<file path="src/rtl/loader_pkg.sv">
// Shared loader types: FSM state encoding, 32-bit word type and default address width.
// The CHECK state is only present when LOADER_CHECKSUM_EN is defined.
package loader_pkg;

    localparam int ADDR_W_DEF = 14;

    typedef logic [31:0] word_t;

    typedef enum logic [2:0] {
        ST_IDLE  = 3'd0,
        ST_RECV  = 3'd1,
        ST_WRITE = 3'd2,
`ifdef LOADER_CHECKSUM_EN
        ST_CHECK = 3'd3,
`endif
        ST_DONE  = 3'd4
    } state_e;

endpackage

</file>
<file path="src/rtl/loader_if.sv">
// Byte-stream input and SRAM write port of the program loader.
// The slave modport is the loader side; the master modport is the surrounding system.
interface loader_if #(
    parameter int ADDR_W = loader_pkg::ADDR_W_DEF
);
    import loader_pkg::*;

    logic              s_valid;
    logic [7:0]        s_data;
    logic              s_ready;
    logic              mem_ceb;
    logic              mem_web;
    logic [ADDR_W-1:0] mem_a;
    word_t             mem_d;

    modport slave (
        input  s_valid,
        input  s_data,
        output s_ready,
        output mem_ceb,
        output mem_web,
        output mem_a,
        output mem_d
    );

    modport master (
        output s_valid,
        output s_data,
        input  s_ready,
        input  mem_ceb,
        input  mem_web,
        input  mem_a,
        input  mem_d
    );

endinterface

</file>
<file path="src/rtl/loader_pack.sv">
// Little-endian byte-to-word assembler: byte k of a word lands in bits [8k+7:8k].
// wordDone_o pulses in the cycle the fourth byte is accepted; word_o already contains it then.
module loader_pack
    import loader_pkg::*;
(
    input  logic       clk,
    input  logic       rst,
    input  logic       clear_i,
    input  logic       byteValid_i,
    input  logic [7:0] byteData_i,
    output word_t      word_o,
    output logic       wordDone_o
);

    logic [1:0] byteIdx_q;
    word_t      lanes_q;
    word_t      lanes_d;

    always_comb begin
        lanes_d = lanes_q;
        if (byteValid_i) begin
            lanes_d[{byteIdx_q, 3'b000} +: 8] = byteData_i;
        end
    end

    always_ff @(posedge clk or negedge rst) begin
        if (!rst) begin
            byteIdx_q <= 2'd0;
            lanes_q   <= '0;
        end else begin
            lanes_q <= lanes_d;
            if (clear_i) begin
                byteIdx_q <= 2'd0;
            end else if (byteValid_i) begin
                byteIdx_q <= byteIdx_q + 2'd1;
            end
        end
    end

    assign word_o     = lanes_d;
    assign wordDone_o = byteValid_i && (byteIdx_q == 2'd3);

endmodule

</file>
<file path="src/rtl/prog_loader.sv">
// Program loader: streams bytes into 32-bit SRAM words, one word per five cycles, holding the CPU in reset until done.
// Define LOADER_CHECKSUM_EN to add a trailing 32-bit checksum word compared against the sum of written words.
module prog_loader
    import loader_pkg::*;
#(
    parameter int ADDR_W = ADDR_W_DEF
) (
    input  logic              clk,
    input  logic              rst,
    input  logic              start,
    input  logic [ADDR_W-1:0] base_addr,
    input  logic [ADDR_W:0]   word_cnt,
    loader_if.slave           bus,
    output logic              busy,
    output logic              done,
    output logic              cpu_rst,
    output logic              err
);

    state_e            state_q;
    logic              sReady_q;
    logic              memCeb_q;
    logic              memWeb_q;
    logic [ADDR_W-1:0] memA_q;
    word_t             memD_q;
    logic [ADDR_W-1:0] addr_q;
    logic [ADDR_W:0]   remain_q;
    logic              busy_q;
    logic              done_q;
    logic              cpuRst_q;

    logic              startAccept;
    logic              byteFire;
    word_t             packWord;
    logic              wordDone;

`ifdef LOADER_CHECKSUM_EN
    word_t             sum_q;
    logic              err_q;
    assign err = err_q;
`else
    assign err = 1'b0;
`endif

    assign startAccept = start && ((state_q == ST_IDLE) || (state_q == ST_DONE));
    assign byteFire    = bus.s_valid && sReady_q;

    loader_pack u_pack (
        .clk         (clk),
        .rst         (rst),
        .clear_i     (startAccept),
        .byteValid_i (byteFire),
        .byteData_i  (bus.s_data),
        .word_o      (packWord),
        .wordDone_o  (wordDone)
    );

    // All outputs are registered and change only on state transitions.
    always_ff @(posedge clk or negedge rst) begin
        if (!rst) begin
            state_q  <= ST_IDLE;
            sReady_q <= 1'b0;
            memCeb_q <= 1'b1;
            memWeb_q <= 1'b1;
            memA_q   <= '0;
            memD_q   <= '0;
            addr_q   <= '0;
            remain_q <= '0;
            busy_q   <= 1'b0;
            done_q   <= 1'b0;
            cpuRst_q <= 1'b1;
`ifdef LOADER_CHECKSUM_EN
            sum_q    <= '0;
            err_q    <= 1'b0;
`endif
        end else begin
            case (state_q)
                ST_IDLE, ST_DONE: begin
                    if (startAccept) begin
                        state_q  <= ST_RECV;
                        sReady_q <= (word_cnt != '0);
                        addr_q   <= base_addr;
                        remain_q <= word_cnt;
                        busy_q   <= 1'b1;
                        done_q   <= 1'b0;
                        cpuRst_q <= 1'b1;
`ifdef LOADER_CHECKSUM_EN
                        sum_q    <= '0;
                        err_q    <= 1'b0;
`endif
                    end
                end
                ST_RECV: begin
                    if (remain_q == '0) begin
                        state_q  <= ST_DONE;
                        sReady_q <= 1'b0;
                        busy_q   <= 1'b0;
                        done_q   <= 1'b1;
                        cpuRst_q <= 1'b0;
                    end else if (wordDone) begin
                        state_q  <= ST_WRITE;
                        sReady_q <= 1'b0;
                        memCeb_q <= 1'b0;
                        memWeb_q <= 1'b0;
                        memA_q   <= addr_q;
                        memD_q   <= packWord;
                    end
                end
                ST_WRITE: begin
                    memCeb_q <= 1'b1;
                    memWeb_q <= 1'b1;
                    addr_q   <= addr_q + ADDR_W'(1);
                    remain_q <= remain_q - (ADDR_W+1)'(1);
`ifdef LOADER_CHECKSUM_EN
                    sum_q    <= sum_q + memD_q;
`endif
                    if (remain_q == (ADDR_W+1)'(1)) begin
`ifdef LOADER_CHECKSUM_EN
                        state_q  <= ST_CHECK;
                        sReady_q <= 1'b1;
`else
                        state_q  <= ST_DONE;
                        sReady_q <= 1'b0;
                        busy_q   <= 1'b0;
                        done_q   <= 1'b1;
                        cpuRst_q <= 1'b0;
`endif
                    end else begin
                        state_q  <= ST_RECV;
                        sReady_q <= 1'b1;
                    end
                end
`ifdef LOADER_CHECKSUM_EN
                ST_CHECK: begin
                    if (wordDone) begin
                        err_q    <= (sum_q != packWord);
                        state_q  <= ST_DONE;
                        sReady_q <= 1'b0;
                        busy_q   <= 1'b0;
                        done_q   <= 1'b1;
                        cpuRst_q <= 1'b0;
                    end
                end
`endif
                default: begin
                    state_q  <= ST_IDLE;
                    sReady_q <= 1'b0;
                    memCeb_q <= 1'b1;
                    memWeb_q <= 1'b1;
                    busy_q   <= 1'b0;
                    done_q   <= 1'b0;
                    cpuRst_q <= 1'b1;
                end
            endcase
        end
    end

    assign bus.s_ready = sReady_q;
    assign bus.mem_ceb = memCeb_q;
    assign bus.mem_web = memWeb_q;
    assign bus.mem_a   = memA_q;
    assign bus.mem_d   = memD_q;
    assign busy        = busy_q;
    assign done        = done_q;
    assign cpu_rst     = cpuRst_q;

endmodule

</file>
<file path="src/flat_wrapper.sv">
// flat-port wrapper written by rule: the top's interface ports become plain ports
module prog_loader_flat import loader_pkg::*;
#(
    parameter int ADDR_W = ADDR_W_DEF
)
  (clk, rst, start, base_addr, word_cnt, busy, done, cpu_rst, err, bus_s_valid, bus_s_data, bus_s_ready, bus_mem_ceb, bus_mem_web, bus_mem_a, bus_mem_d);
  loader_if #(.ADDR_W(ADDR_W)) bus_i ();
  input  logic clk;
  input  logic rst;
  input  logic start;
  input  logic [ADDR_W-1:0] base_addr;
  input  logic [ADDR_W:0] word_cnt;
  output logic busy;
  output logic done;
  output logic cpu_rst;
  output logic err;
  input wire logic [$bits(bus_i.s_valid)-1:0] bus_s_valid;
  input wire logic [$bits(bus_i.s_data)-1:0] bus_s_data;
  output wire logic [$bits(bus_i.s_ready)-1:0] bus_s_ready;
  output wire logic [$bits(bus_i.mem_ceb)-1:0] bus_mem_ceb;
  output wire logic [$bits(bus_i.mem_web)-1:0] bus_mem_web;
  output wire logic [$bits(bus_i.mem_a)-1:0] bus_mem_a;
  output wire logic [$bits(bus_i.mem_d)-1:0] bus_mem_d;
  assign bus_i.s_valid = bus_s_valid;
  assign bus_i.s_data = bus_s_data;
  assign bus_s_ready = bus_i.s_ready;
  assign bus_mem_ceb = bus_i.mem_ceb;
  assign bus_mem_web = bus_i.mem_web;
  assign bus_mem_a = bus_i.mem_a;
  assign bus_mem_d = bus_i.mem_d;
  prog_loader #(.ADDR_W(ADDR_W)) u_core (.clk(clk), .rst(rst), .start(start), .base_addr(base_addr), .word_cnt(word_cnt), .bus(bus_i), .busy(busy), .done(done), .cpu_rst(cpu_rst), .err(err));
endmodule
</file>
<file path="config.mk">
export PLATFORM = sky130hd
export DESIGN_NAME = prog_loader_flat
export DESIGN_NICKNAME = d
export VERILOG_FILES = /design/src/rtl/loader_pkg.sv /design/src/rtl/loader_if.sv /design/src/rtl/loader_pack.sv /design/src/rtl/prog_loader.sv /design/src/flat_wrapper.sv
export SDC_FILE = /design/constraint.sdc
export NUM_CORES = 1
export LEC_CHECK = 0
export BUFFER_PORTS_ARGS = -buffer_cell sky130_fd_sc_hd__buf_4
export CORE_MARGIN = 4
export CORE_UTILIZATION = 57
export CTS_BUF_LIST = sky130_fd_sc_hd__clkbuf_2
export DETAILED_ROUTE_END_ITERATION = 6
export PLACE_DENSITY = 0.8
export SYNTH_ARGS = -nofsm -noshare
export SYNTH_HDL_FRONTEND = slang
export SYNTH_SLANG_ARGS = --single-unit
</file>
<file path="constraint.sdc">
create_clock -name clk -period 2.6 [get_ports clk]
set_input_delay 0.52 -clock clk [delete_from_list [all_inputs] [get_ports clk]]
set_output_delay 0.52 -clock clk [all_outputs]
set_load 0.03 [all_outputs]
</file>
## Word-level counts from Yosys, hierarchy flattened

Index checks and enable logic that the tools add are counted.

| word-level totals | value |
|---|---|
| logic and storage cells | 75 |
| output and inout port bits | 53 |
| register bits | 117 |
| input bits | 41 |

| operators by class | value |
|---|---|
| eq/ne operators | 11 |
| shift operators | 2 |
| muxes and demuxes | 29 |
| add/subtract/negate cells | 4 |
| reduce and logical (&&, ||, !) cells | 15 |
| bitwise operators | 2 |

Operator list:

| cell | count |
|---|---|
| 32-bit bitwise mux | 1 |
| 32-bit two-way mux | 1 |
| 8-bit by 7-bit variable shift with 32-bit output (first input constant) | 1 |
| 8-bit by 7-bit indexed part select with 32-bit output | 1 |
| 15-bit case mux with 2 select lines | 1 |
| 14-bit case mux with 2 select lines | 1 |
| 15-bit by 1-bit equality test with 1-bit output (second input constant) | 1 |
| 15-bit logical NOT | 1 |
| 15-bit two-way mux | 1 |
| 15-bit nonzero test | 1 |
| 15-bit by 1-bit subtractor with 15-bit output (second input constant) | 1 |
| 14-bit by 1-bit adder with 14-bit output (second input constant) | 1 |
| 14-bit two-way mux | 1 |
| 3-bit two-way mux | 4 |
| 1-bit case mux with 3 select lines | 4 |
| 1-bit two-way mux | 11 |
| 3-bit case mux with 3 select lines | 1 |
| 3-bit AND reduction | 3 |
| 5-bit negator with 7-bit output | 1 |
| 2-bit by 1-bit inequality test with 1-bit output (second input constant) | 3 |
| 2-bit two-way mux | 2 |
| 2-bit inequality test (second input constant) | 2 |
| 2-bit AND reduction | 2 |
| 2-bit nonzero test | 2 |
| other kinds (12) | 15 |

## Depth between registers and ports, before layout

| depth | value |
|---|---|
| depth in word-level cells | 5 |
| gate-level depth with buffers | 8 |
| depth with buffers taken out | 6 |

## Hierarchy

From an unflattened synthesis, not the netlist that was laid out.

| second synthesis, totals | value |
|---|---|
| cells, all modules | 434 |
| area total of the unflattened synthesis | 5434.0 um2 |

By module, submodules not included:

| module | seq. area each (um2) | cells an instance | instances | area each (um2) |
|---|---|---|---|---|
| prog_loader | 2079.5 | 329 | 1 | 3990.1 |
| loader_pack | 850.8 | 105 | 1 | 1443.9 |

## Worst setup path after synthesis

Ideal clock, no wire load.

| path | value |
|---|---|
| path type | reg2reg |
| start | register u_core.u_pack.byteIdx_q[0] |
| end | register u_core.memD_q[16], in the netlist u_core.bus.mem_d[16] |
| buffers on the path | 0 |
| clock period less this slack | 2.147 ns |
| library setup time | 0.065 ns |
| slack | 0.453 ns |
| cell stages (with the launch flop) | 7 |
| required time | 2.535 ns |
| data arrival time | 2.081 ns |
| cell sequence | dfrtp_1 > inv_1 > ha_1 > or2_2 > nor4_1 > a22o_1 > mux2_2 |

| between the ends | value |
|---|---|
| longest elaborated chain between the ends | 4 |
| elaborated cells on any way between the ends | 8 |
| classes of those cells | 1 x add/sub; 1 x eq/ne; 2 x shift; 2 x mux; 2 x reduce/logical |

Ends and longest elaborated chain:

| element | RTL line | source |
|---|---|---|
| start, declared | loader_pack.sv:15 | `logic [1:0] byteIdx_q;` |
| start signal, assigned | loader_pack.sv:35 | `byteIdx_q <= byteIdx_q + 2'd1;` |
| 5-bit negator with 7-bit output * | loader_pack.sv:22 | `lanes_d[{byteIdx_q, 3'b000} +: 8] = byteData_i;` |
| 8-bit by 7-bit indexed part select with 32-bit output or 8-bit by 7-bit variable shift with 32-bit output (tied branches) | loader_pack.sv:22 |  |
| 32-bit bitwise mux * | loader_pack.sv:22 |  |
| 32-bit two-way mux * | loader_pack.sv:21 | `if (byteValid_i) begin` |
| via u_core.packWord[16] | prog_loader.sv:34 | `word_t packWord;` |
| end signal, assigned | prog_loader.sv:106 | `memD_q <= packWord;` |
| end, declared | prog_loader.sv:25 | `word_t memD_q;` |

The timed path passes the listed nets; every way through them passes the cells marked *.
A chain may end at the register's enable or synchronous reset.

## Worst setup path in the final report

| path | value |
|---|---|
| start | register u_core.remain_q[1] |
| end | register u_core.memD_q[0], in the netlist u_core.bus.mem_d[0] |

| between the ends | value |
|---|---|
| longest elaborated chain between the ends | 3 |

Ends and longest elaborated chain:

| element | RTL line | source |
|---|---|---|
| start, declared | prog_loader.sv:27 | `logic [ADDR_W:0] remain_q;` |
| start signal, assigned | prog_loader.sv:83 | `remain_q <= word_cnt;` |
| start signal, assigned | prog_loader.sv:113 | `remain_q <= remain_q - (ADDR_W+1)'(1);` |
| 15-bit logical NOT | prog_loader.sv:94 | `if (remain_q == '0) begin` |
| 1-bit NOT (no source line) | n/a |  |
| 3-bit AND reduction (no source line) | n/a |  |

No other way between the ends.

==> impl_metrics.env <==
export IMPL_run_status="finished, final reports clean"
export IMPL_floorplan_core_area_um2=8720
export IMPL_cp_max_fo=20
export IMPL_crit_path_max_incr_delay_ns=0.44
export IMPL_holdCritPathClass="in2reg"
export IMPL_total_number_of_cells_along_the_worst_setup_path=7
export IMPL_totalWireLength_um=11800
export IMPL_timing_critical_path_cells="inv_1 -> ha_1 -> nor4b_1 -> and4_1 -> or3_2 -> buf_4 -> mux2_2"
export IMPL_die_width_um=102
export IMPL_path_delay_family="simple AND/OR/NAND/NOR gates"
export IMPL_antenna_violating_nets_post_route=0
export IMPL_dp_wirelength_um=8450
export IMPL_synth_warning_count=0
export IMPL_clkSinkCount=113
export IMPL_synthesis_area_um2=5090
export IMPL_largest_net_degree_at_the_start_of_global_routing=50
export IMPL_post_route_drc_count=0
export IMPL_initial_core_util=0.584
export IMPL_worst_r2r_setup_slack_ns=0.29
export IMPL_drt_first_iter_violations=163
export IMPL_number_of_distinct_library_cells_after_synthesis=59
export IMPL_chipHeight_um=102
export IMPL_fraction_of_layout_instances_using_a_drive_strength_above_1=0.370
export IMPL_first_pass_grt_wire_length_um=19300
export IMPL_critPathLaunchType="register"
export IMPL_worstPathRequired_ns=3.13
export IMPL_finalHoldViolCount=0
export IMPL_worst_skew_pair_late_latency_ns=0.65
export IMPL_critPathKind="reg2reg"
export IMPL_synth_async_reset_ratio=1.00
export IMPL_setup_viol=0
export IMPL_clk_pin_slew_ns=0.18
export IMPL_post_drt_wl_per_cell_um=17.9
export IMPL_vias_per_cell=6.07
export IMPL_endpoint_kind_of_the_worst_setup_timing_path="register"
export IMPL_rsz0062_at_grt="no"
export IMPL_tritoncts_num_buffers=17
export IMPL_utilization=0.709
export IMPL_timing_final_max_slew_violations=0
export IMPL_numPortBuffers=92
export IMPL_final_cell_mix="dfrtp_1, buf_4, mux2_2"
export IMPL_reg2reg_depth=7
export IMPL_dr_pass1_iters=7
export IMPL_final_period_utilization=0.890
export IMPL_seqCellArea_um2=2830
export IMPL_syn_inst=431
export IMPL_layout_min_cycle_time_ns=2.31
export IMPL_clock_tree_buffer_depth=2
export IMPL_max_freq_mhz=432
export IMPL_synthesized_net_count=481
export IMPL_die_area_um2=10500
export IMPL_grt_ovfl_total=0
export IMPL_cp_arrival_ns=2.85
export IMPL_hold_path_cell_count=2
export IMPL_instances_no_fill=659
export IMPL_final_setup_skew_ns=0.0252
export IMPL_fillers=647
export IMPL_worst_supply_voltage_drop_on_vdd_uv=473
export IMPL_p_leak_uw=0.00302
export IMPL_area_growth_pct=21.4
export IMPL_antenna_cells=0
export IMPL_multiInputGateArea_um2=2100
export IMPL_detailroute_via_count=4000
export IMPL_postCtsSetupBuffers=0
export IMPL_crit_slowest_cell="dfrtp_1"
export IMPL_cts_root_buffer="clkbuf_2"
export IMPL_nets=589
export IMPL_ys_flop_type="dfrtp_1"
export IMPL_powerDensity_nw_per_um2=948
export IMPL_postSynthRegisterBits=113
export IMPL_synth_seq_area_share=0.556
export IMPL_std_cell_rows=34
export IMPL_fin_tns_setup_ns=0
export IMPL_hold_worst_slack_ns=0.0819
export IMPL_cells_after_dpl=627
export IMPL_cts_htree_levels=4
export IMPL_timing_max_cap_violations=0
export IMPL_most_frequent_standard_cell_in_the_layout_excluding_fill_and_tap_cells="dfrtp_1"
export IMPL_synth_edf_count=0
export IMPL_cp_buffers_inverters=2
export IMPL_cts_tree="yes"
export IMPL_gp_congestion=0.918
export IMPL_average_cell_area_after_synthesis_um2=11.8
export IMPL_number_of_global_route_vias_before_repair=4003
export IMPL_antenna_violations_before_repair=0
export IMPL_num_io_pins=94
export IMPL_grt_usage=0.236
## through the flow
stage / instance area [um2] / worst slack, ns / total power (uW)
floorplan: 5090 / 0.453 / 4050
global placement: 5960 / 0.360 / 4740
detailed placement: 5960 / 0.267 / 4840
CTS: 6170 / 0.201 / 5880
global route: 6180 / 0.120 / 6230
finish: 6180 / 0.286 / 5860
## state kept, by name, indices dropped and copies added (netlist names), 2 cells and up
register,cells
u_core.u_pack.byteIdx_q,2
u_core.addr_q,14
u_core.u_pack.lanes_q,28
u_core.state_q,3
u_core.bus.mem_a,14
u_core.bus.mem_d,32
u_core.remain_q,15
## kinds of logic (layout without fill, tap and decap cells)
family | after synthesis | after routing | synth area share
compound gates | 95 | 95 | 0.146
xor+xnor | 1 | 1 | 0.00172
fa+ha+maj | 9 | 9 | 0.0221
buf+inv | 36 | 156 | 0.0347
flops | 113 | 113 | 0.556
mux | 48 | 48 | 0.106
other cells | 1 | 1 | 0.000737
simple gates | 128 | 128 | 0.133
## report_power, final
group          leakage (uW)  internal, uW  total, uW  switching (uW)
clock              0.000126           336       1040             707
combinational       0.00142           926       2090            1160
sequential          0.00148          2250       2730             476
## per-layer routing
| layer | share of wire | track usage | wire length (um) | vias up |
|---|---|---|---|---|
| li1 | - | - | - | 1835 |
| met1 | 0.41 | 0.311 | 4900 | 1990 |
| met2 | 0.49 | 0.381 | 5770 | 153 |
| met3 | 0.083 | 0.0737 | 985 | 22 |
| met4 | 0.013 | 0.0626 | 149 | 0 |
| met5 | 0 | 0 | 0 | - |
## cell usage after synthesis, drive strengths merged (5+ instances only)
| cell type | count | share of area |
|---|---|---|
| dfrtp | 111 | 0.55 |
| mux2 | 46 | 0.10 |
| nand2 | 29 | 0.021 |
| a22o | 28 | 0.048 |
| nor2 | 26 | 0.019 |
| nand3 | 17 | 0.017 |
| clkbuf | 14 | 0.011 |
| inv | 14 | 0.010 |
| nor3 | 10 | 0.0098 |
| o21ai | 10 | 0.0098 |
| a211oi | 9 | 0.013 |
| ha | 9 | 0.022 |
| a21oi | 8 | 0.0079 |
| buf | 8 | 0.014 |
| nor4 | 7 | 0.0086 |
| nor4b | 5 | 0.0098 |
## repair_timing
| item | 4_1_cts | 5_1_grt |
|---|---|---|
| resized for setup | 0 | 1 |
| setup endpoints to repair | 0 | 1 |
| hold buffers | 1 | 0 |
| endpoints found under the hold margin | 20 | 0 |
## layout make-up
cell class	instances	share of cell area
multi-input cells	282	0.340
repair buffers	111	0.139
clock buffers	17	0.0138
inverters	14	0.00850
clock inverters	14	0.0188
well taps	108	0.0219
flip-flops and latches	113	0.458
## worst paths after layout
check,startpoint,to
worst max-delay path,u_core.remain_q[1]$_DFFE_PN0P_,u_core.bus.mem_d[0]$_DFFE_PN0P_
worst min-delay path,base_addr[9],u_core.addr_q[9]$_DFFE_PN0P_
worst max register to register,u_core.remain_q[1]$_DFFE_PN0P_,u_core.bus.mem_d[0]$_DFFE_PN0P_
worst min register to register,u_core.u_pack.lanes_q[16]$_DFF_PN0_,u_core.u_pack.lanes_q[16]$_DFF_PN0_
max in group asynchronous,rst,u_core.bus.mem_web$_DFFE_PN1P_
min in group asynchronous,rst,u_core.addr_q[8]$_DFFE_PN0P_
Power figures use the tool's default switching activity.
